`src/rtl/hex_sr_pkg.sv`:
```
// hex_sr_pkg
//   Shared definitions for the six-lane recirculating hex shift register
//   driver: lane count, the word type carried on every data path, and the
//   driver state encoding.
package hex_sr_pkg;

    localparam int SR_LANES = 6;

    typedef logic [SR_LANES-1:0] hex_word_t;

    // Each SR shift is a SETUP/SHIFT pair: SETUP holds sr_clk low, SHIFT holds it high.
    typedef enum logic [2:0] {
        IDLE     = 3'd0,
        LD_SETUP = 3'd1,
        LD_SHIFT = 3'd2,
        RD_SETUP = 3'd3,
        RD_SHIFT = 3'd4
    } hex_sr_drv_state_t;

endpackage

```
`src/rtl/hex_sr_driver.sv`:
```
// hex_sr_driver
//   Host-side initiator for the six-lane recirculating hex shift register.
//   A load pass shifts LENGTH words from the write stream into the SR with
//   recirculation off. A read pass clocks the SR LENGTH times with
//   recirculation on and hands each tail word to the read stream, so the SR
//   holds the same contents afterwards.
//
//   Optional feature macro: HEX_SR_DRV_CHECK_EN
//     defined   -> XOR checksum of the loaded words is compared with the XOR of
//                  the words read back; a difference raises chk_err.
//     undefined -> no checksum logic, chk_err is tied low.
//
// Ports
//   clk        system clock, all state on its rising edge
//   rst_n      asynchronous active-low reset
//   cmd_load   pulse, starts a load pass (honoured in IDLE only)
//   cmd_read   pulse, starts a read pass (honoured in IDLE only; load wins)
//   wr_data    word to shift in          wr_valid / wr_ready  write handshake
//   rd_data    word read from SR tail    rd_valid / rd_ready  read handshake
//   busy       high while a pass is running
//   sr_clk     SR shift clock, registered, clk/2 while shifting
//   sr_recirc  SR recirculate select, registered
//   sr_d       SR data lanes, registered
//   sr_q       SR tail-word lanes
//   chk_err    readback checksum mismatch
module hex_sr_driver
    import hex_sr_pkg::*;
#(
    parameter int LENGTH = 64
) (
    input  logic                clk,
    input  logic                rst_n,
    input  logic                cmd_load,
    input  logic                cmd_read,
    input  logic [SR_LANES-1:0] wr_data,
    input  logic                wr_valid,
    output logic                wr_ready,
    output logic [SR_LANES-1:0] rd_data,
    output logic                rd_valid,
    input  logic                rd_ready,
    output logic                busy,
    output logic                sr_clk,
    output logic                sr_recirc,
    output logic [SR_LANES-1:0] sr_d,
    input  logic [SR_LANES-1:0] sr_q,
    output logic                chk_err
);

    localparam int              CNT_W    = $clog2(LENGTH + 1);
    localparam logic [CNT_W-1:0] CNT_LAST = CNT_W'(LENGTH - 1);

    hex_sr_drv_state_t state;
    logic [CNT_W-1:0]  cnt;
    logic              rd_take;

    // A read word may be captured when the output slot is empty or is being
    // emptied by the consumer in this same cycle.
    assign rd_take  = (state == RD_SETUP) && (!rd_valid || rd_ready);
    assign wr_ready = (state == LD_SETUP);
    assign busy     = (state != IDLE);

`ifdef HEX_SR_DRV_CHECK_EN
    hex_word_t ld_sum;   // running XOR of words accepted in the current load
    hex_word_t ref_sum;  // checksum of the last completed load
    hex_word_t rd_sum;   // running XOR of words captured in the current read
`else
    assign chk_err = 1'b0;
`endif

    always_ff @(posedge clk or negedge rst_n) begin
        if (!rst_n) begin
            // Reset drops sr_clk at once, so an aborted pass never produces a
            // further SR shift.
            state     <= IDLE;
            cnt       <= '0;
            sr_clk    <= 1'b0;
            sr_recirc <= 1'b1;
            sr_d      <= '0;
            rd_valid  <= 1'b0;
            rd_data   <= '0;
`ifdef HEX_SR_DRV_CHECK_EN
            ld_sum    <= '0;
            ref_sum   <= '0;
            rd_sum    <= '0;
            chk_err   <= 1'b0;
`endif
        end else begin
            // NOTE: state is updated with non-blocking assignments so every
            // branch below sees the pre-edge values, independent of order.
            // Consumer drained the slot; a capture later in this cycle overrides.
            if (rd_valid && rd_ready) begin
                rd_valid <= 1'b0;
            end

            case (state)
                IDLE: begin
                    sr_clk    <= 1'b0;
                    sr_recirc <= 1'b1;
                    // A pending read word blocks any new pass.
                    if (!rd_valid) begin
                        if (cmd_load) begin
                            state     <= LD_SETUP;
                            cnt       <= '0;
                            sr_recirc <= 1'b0;
`ifdef HEX_SR_DRV_CHECK_EN
                            ld_sum    <= '0;
`endif
                        end else if (cmd_read) begin
                            state   <= RD_SETUP;
                            cnt     <= '0;
`ifdef HEX_SR_DRV_CHECK_EN
                            rd_sum  <= '0;
                            chk_err <= 1'b0;
`endif
                        end
                    end
                end

                LD_SETUP: begin
                    if (wr_valid) begin
                        sr_d   <= wr_data;
                        sr_clk <= 1'b1;
                        state  <= LD_SHIFT;
`ifdef HEX_SR_DRV_CHECK_EN
                        ld_sum <= ld_sum ^ wr_data;
`endif
                    end
                end

                LD_SHIFT: begin
                    sr_clk <= 1'b0;
                    cnt    <= cnt + CNT_W'(1);
                    if (cnt == CNT_LAST) begin
                        state     <= IDLE;
                        sr_recirc <= 1'b1;
`ifdef HEX_SR_DRV_CHECK_EN
                        ref_sum   <= ld_sum;
`endif
                    end else begin
                        state <= LD_SETUP;
                    end
                end

                RD_SETUP: begin
                    // sr_q is taken on the edge that raises sr_clk, i.e. the
                    // tail word before the SR moves.
                    if (rd_take) begin
                        rd_data  <= sr_q;
                        rd_valid <= 1'b1;
                        sr_clk   <= 1'b1;
                        state    <= RD_SHIFT;
`ifdef HEX_SR_DRV_CHECK_EN
                        rd_sum   <= rd_sum ^ sr_q;
`endif
                    end
                end

                RD_SHIFT: begin
                    sr_clk <= 1'b0;
                    cnt    <= cnt + CNT_W'(1);
                    if (cnt == CNT_LAST) begin
                        state   <= IDLE;
`ifdef HEX_SR_DRV_CHECK_EN
                        chk_err <= (rd_sum != ref_sum);
`endif
                    end else begin
                        state <= RD_SETUP;
                    end
                end

                // NOTE: an explicit default keeps illegal encodings recoverable
                // and leaves no path without an assignment to state.
                default: begin
                    state  <= IDLE;
                    sr_clk <= 1'b0;
                end
            endcase
        end
    end

endmodule

```
`config.mk`:
```
export PLATFORM = sky130hd
export DESIGN_NAME = hex_sr_driver
export DESIGN_NICKNAME = d
export VERILOG_FILES = /design/src/rtl/hex_sr_pkg.sv /design/src/rtl/hex_sr_driver.sv
export SDC_FILE = /design/constraint.sdc
export NUM_CORES = 1
export LEC_CHECK = 0
export ABC_CLOCK_PERIOD_IN_PS = 4500
export CORE_MARGIN = 4
export CORE_UTILIZATION = 48
export CTS_BUF_LIST = sky130_fd_sc_hd__clkbuf_2
export DETAILED_ROUTE_END_ITERATION = 6
export PLACE_DENSITY = 0.89
export SLEW_MARGIN = 5
export SYNTH_ARGS = -nofsm -noshare
export SYNTH_HDL_FRONTEND = slang
export SYNTH_SLANG_ARGS = --single-unit
```
`constraint.sdc`:
```
create_clock -name clk -period 4.5 [get_ports clk]
set_clock_uncertainty 0.2 [all_clocks]
set_input_delay 0.45 -clock clk [delete_from_list [all_inputs] [get_ports clk]]
set_output_delay 0.45 -clock clk [all_outputs]
set_load 0.05 [all_outputs]
```
==> impl_metrics.yaml <==
outcome:
  status: "finished, final reports clean"
floorplan:
  rows: 17
  dieArea_sq_um: 3330
  initial_utilization_pct: 52.1
  die_h_microns: 57.7
  fp.dieW_microns: 57.7
  io_pins: 36
  core_area_sq_um: 2280
detailed_routing:
  vias_per_cell: 5.52
  wire_per_inst_microns: 15.9
  first_pass_iters: 4
  drtIter0Drc: 20
  ant_nets: 0
  route.detailed.drc: 0
  wl_microns: 2540
  via_count: 883
place:
  dp_slack_ps: 2130
  place_congestion: 0.800
  port-buffer-count: 34
  dp_hpwl_microns: 2000
clock_network:
  ctsHoldBuffers: 0
  clock_latency_ps: 360
  post_cts_buffers: 0
  cts_tree: "built"
  cts_max_level: 1
  path_clk_slew_ps: 260
  numCtsBuffers: 3
  clockBufferDepth: 2
  ctsResizeCount: 0
  cts.sinks: 25
  cts_root_buf: "clkbuf_2"
logic_synthesis:
  ys_async_sr_fraction_pct: 100
  syn_avg_cell_area_sq_um: 12.0
  netlist_instances: 99
  synth_edf_count: 0
  synth_fp_nets: 118
  synth_largest_area_cell: "dfrtp_1"
  yosysSeqAreaShare_pct: 52.8
  synth_area_sq_um: 1190
  synth_ff_type: "dfrtp_1"
  ys_ff_latch: 25
  yosysWarnings: 0
  synthTopCellsByArea: "dfrtp_1, mux2_2, mux2_1"
  synth_top_area_share_pct: 50.6
  synth_cell_types: 40
timing:
  finalCritPeriodShare_pct: 62.8
  slew_violations: 0
  fin_ws_ps: 1680
  maxSlewHeadroom_pct: 27.6
  setup_violations: 0
  rsz0062_at_grt: "no"
  clock.fmax_mhz: 354
  fin_crit_ps: 2820
  setup_tns_ps: 0
  tightestPinTransition_ps: 1080
  hold_viol: 0
job:
  maxCapViolCount: 0
global_routing:
  grt_overflow: 0
  grt_first_pass_wirelength_microns: 4420
  grt_usage_pct: 17.0
  grt_max_degree: 26
  first_global_vias: 964
  antenna_found_initial: 0
finish:
  final_common_cell: "clkdlybuf4s50_1"
  final_cell_mix: "clkdlybuf4s50_1, dfrtp_1, nor2_1, mux2_2, mux2_1"
  fin_nets: 152
  drive_gt1_share_pct: 14.4
  antenna_cells: 0
  area_growth_pct: 30.1
critical_path:
  crit_arrival_ps: 2170
  worstSetupPathType: "register to primary output"
  cp_max_fo: 10
  worstPathRequired_ps: 3850
  worst_setup_path_start_kind: "register"
  end_kind: "primary output"
hold_path:
  holdCritPathClass: "register to register"
power:
  static-leakage-power_nw: 0.650
  vdd_drop_max_v: 0.000642
  p_per_area_nw_per_um2: 810
[state kept, by name, indices dropped and copies added (netlist names)]
signal / flops
sr_recirc: 1
rd_data: 6
sr_clk: 1
cnt: 7
rd_valid: 1
state: 3
sr_d: 6
[synthesized netlist by cell type (2+ instances only)]
master / number
dfrtp_1: 24
mux2_1: 6
mux2_2: 7
o21ai_0: 5
a22o_1: 3
buf_4: 2
nor2_1: 8
nand2_1: 4
nand2b_1: 2
inv_1: 2
nor3_1: 2
nand3_1: 3
buf_6: 2
a21oi_1: 3
[report_power, final]
part	internal (W)	switching, W	leakage [nW]
registers	0.000318	0.0000769	0.310
clock network	0.0000233	0.0000740	0.0170
logic	0.000286	0.000471	0.323
[worst max-delay path: stages (launching register included)]
cell	delay, ps
dfrtp_1	550
or2_4	320
nor2_2	150
inv_1	80
clkdlybuf4s50_1	710
[cells by family after synthesis]
kind of cell	after synthesis	synth area share [%]
AOI/OAI and AO/OA	22	14.5
muxes	13	12.3
DFF	25	52.8
buffers and inverters	7	4.22
adders and majority gates	1	1.05
xor gates and xnor gates	2	1.48
and+or+nand+nor	28	13.3
other	1	0.316
[layer usage]
| metal | GRT usage [%] | vias to the layer above | part of all wire, % |
|---|---|---|---|
| met5 | 0 | - | 0 |
| met4 | 6.29 | 0 | 1.2 |
| met3 | 4.01 | 4 | 6.3 |
| met2 | 30.8 | 23 | 55 |
| met1 | 19.3 | 442 | 38 |
| li1 | - | 414 | - |
[cell type report]
class | instances | area (sq um)
fillers | 167 | 733
flip-flops and latches | 25 | 627
multi-input cells | 67 | 509
repair buffers | 34 | 340
well taps | 28 | 35.0
clock buffers | 3 | 15.0
clock inverters | 1 | 8.76
inverters | 2 | 7.51
[path summary, 6_finish.rpt]
path / startpoint / end / slack, ps / depth (start not counted)
max: state[1] / busy / 1680 / 4
min: sr_d[4] / sr_d[4] / 320 / 1
max reg2reg: state[2] / sr_d[0] / 2690 / 4
min reg2reg: sr_d[4] / sr_d[4] / 320 / 1
max in group asynchronous: rst_n / sr_d[0] / 3040 / 1
min in group asynchronous: rst_n / state[0] / 420 / 1
[per-stage QoR]
stage | cell area [sq um] | cells | total power, W | util [%] | hold WS [ps]
floorplan | 1190 | 99 | 0.000941 | - | -45.6
global placement | 1520 | 156 | 0.00113 | 66.7 | 271
detailed placement | 1520 | 156 | 0.00116 | 66.7 | 279
CTS | 1540 | 160 | 0.00126 | 67.8 | 330
global route | 1540 | 160 | 0.00132 | 67.8 | 345
finish | 1540 | 160 | 0.00125 | 67.8 | 324
Power figures use the tool's default switching activity.
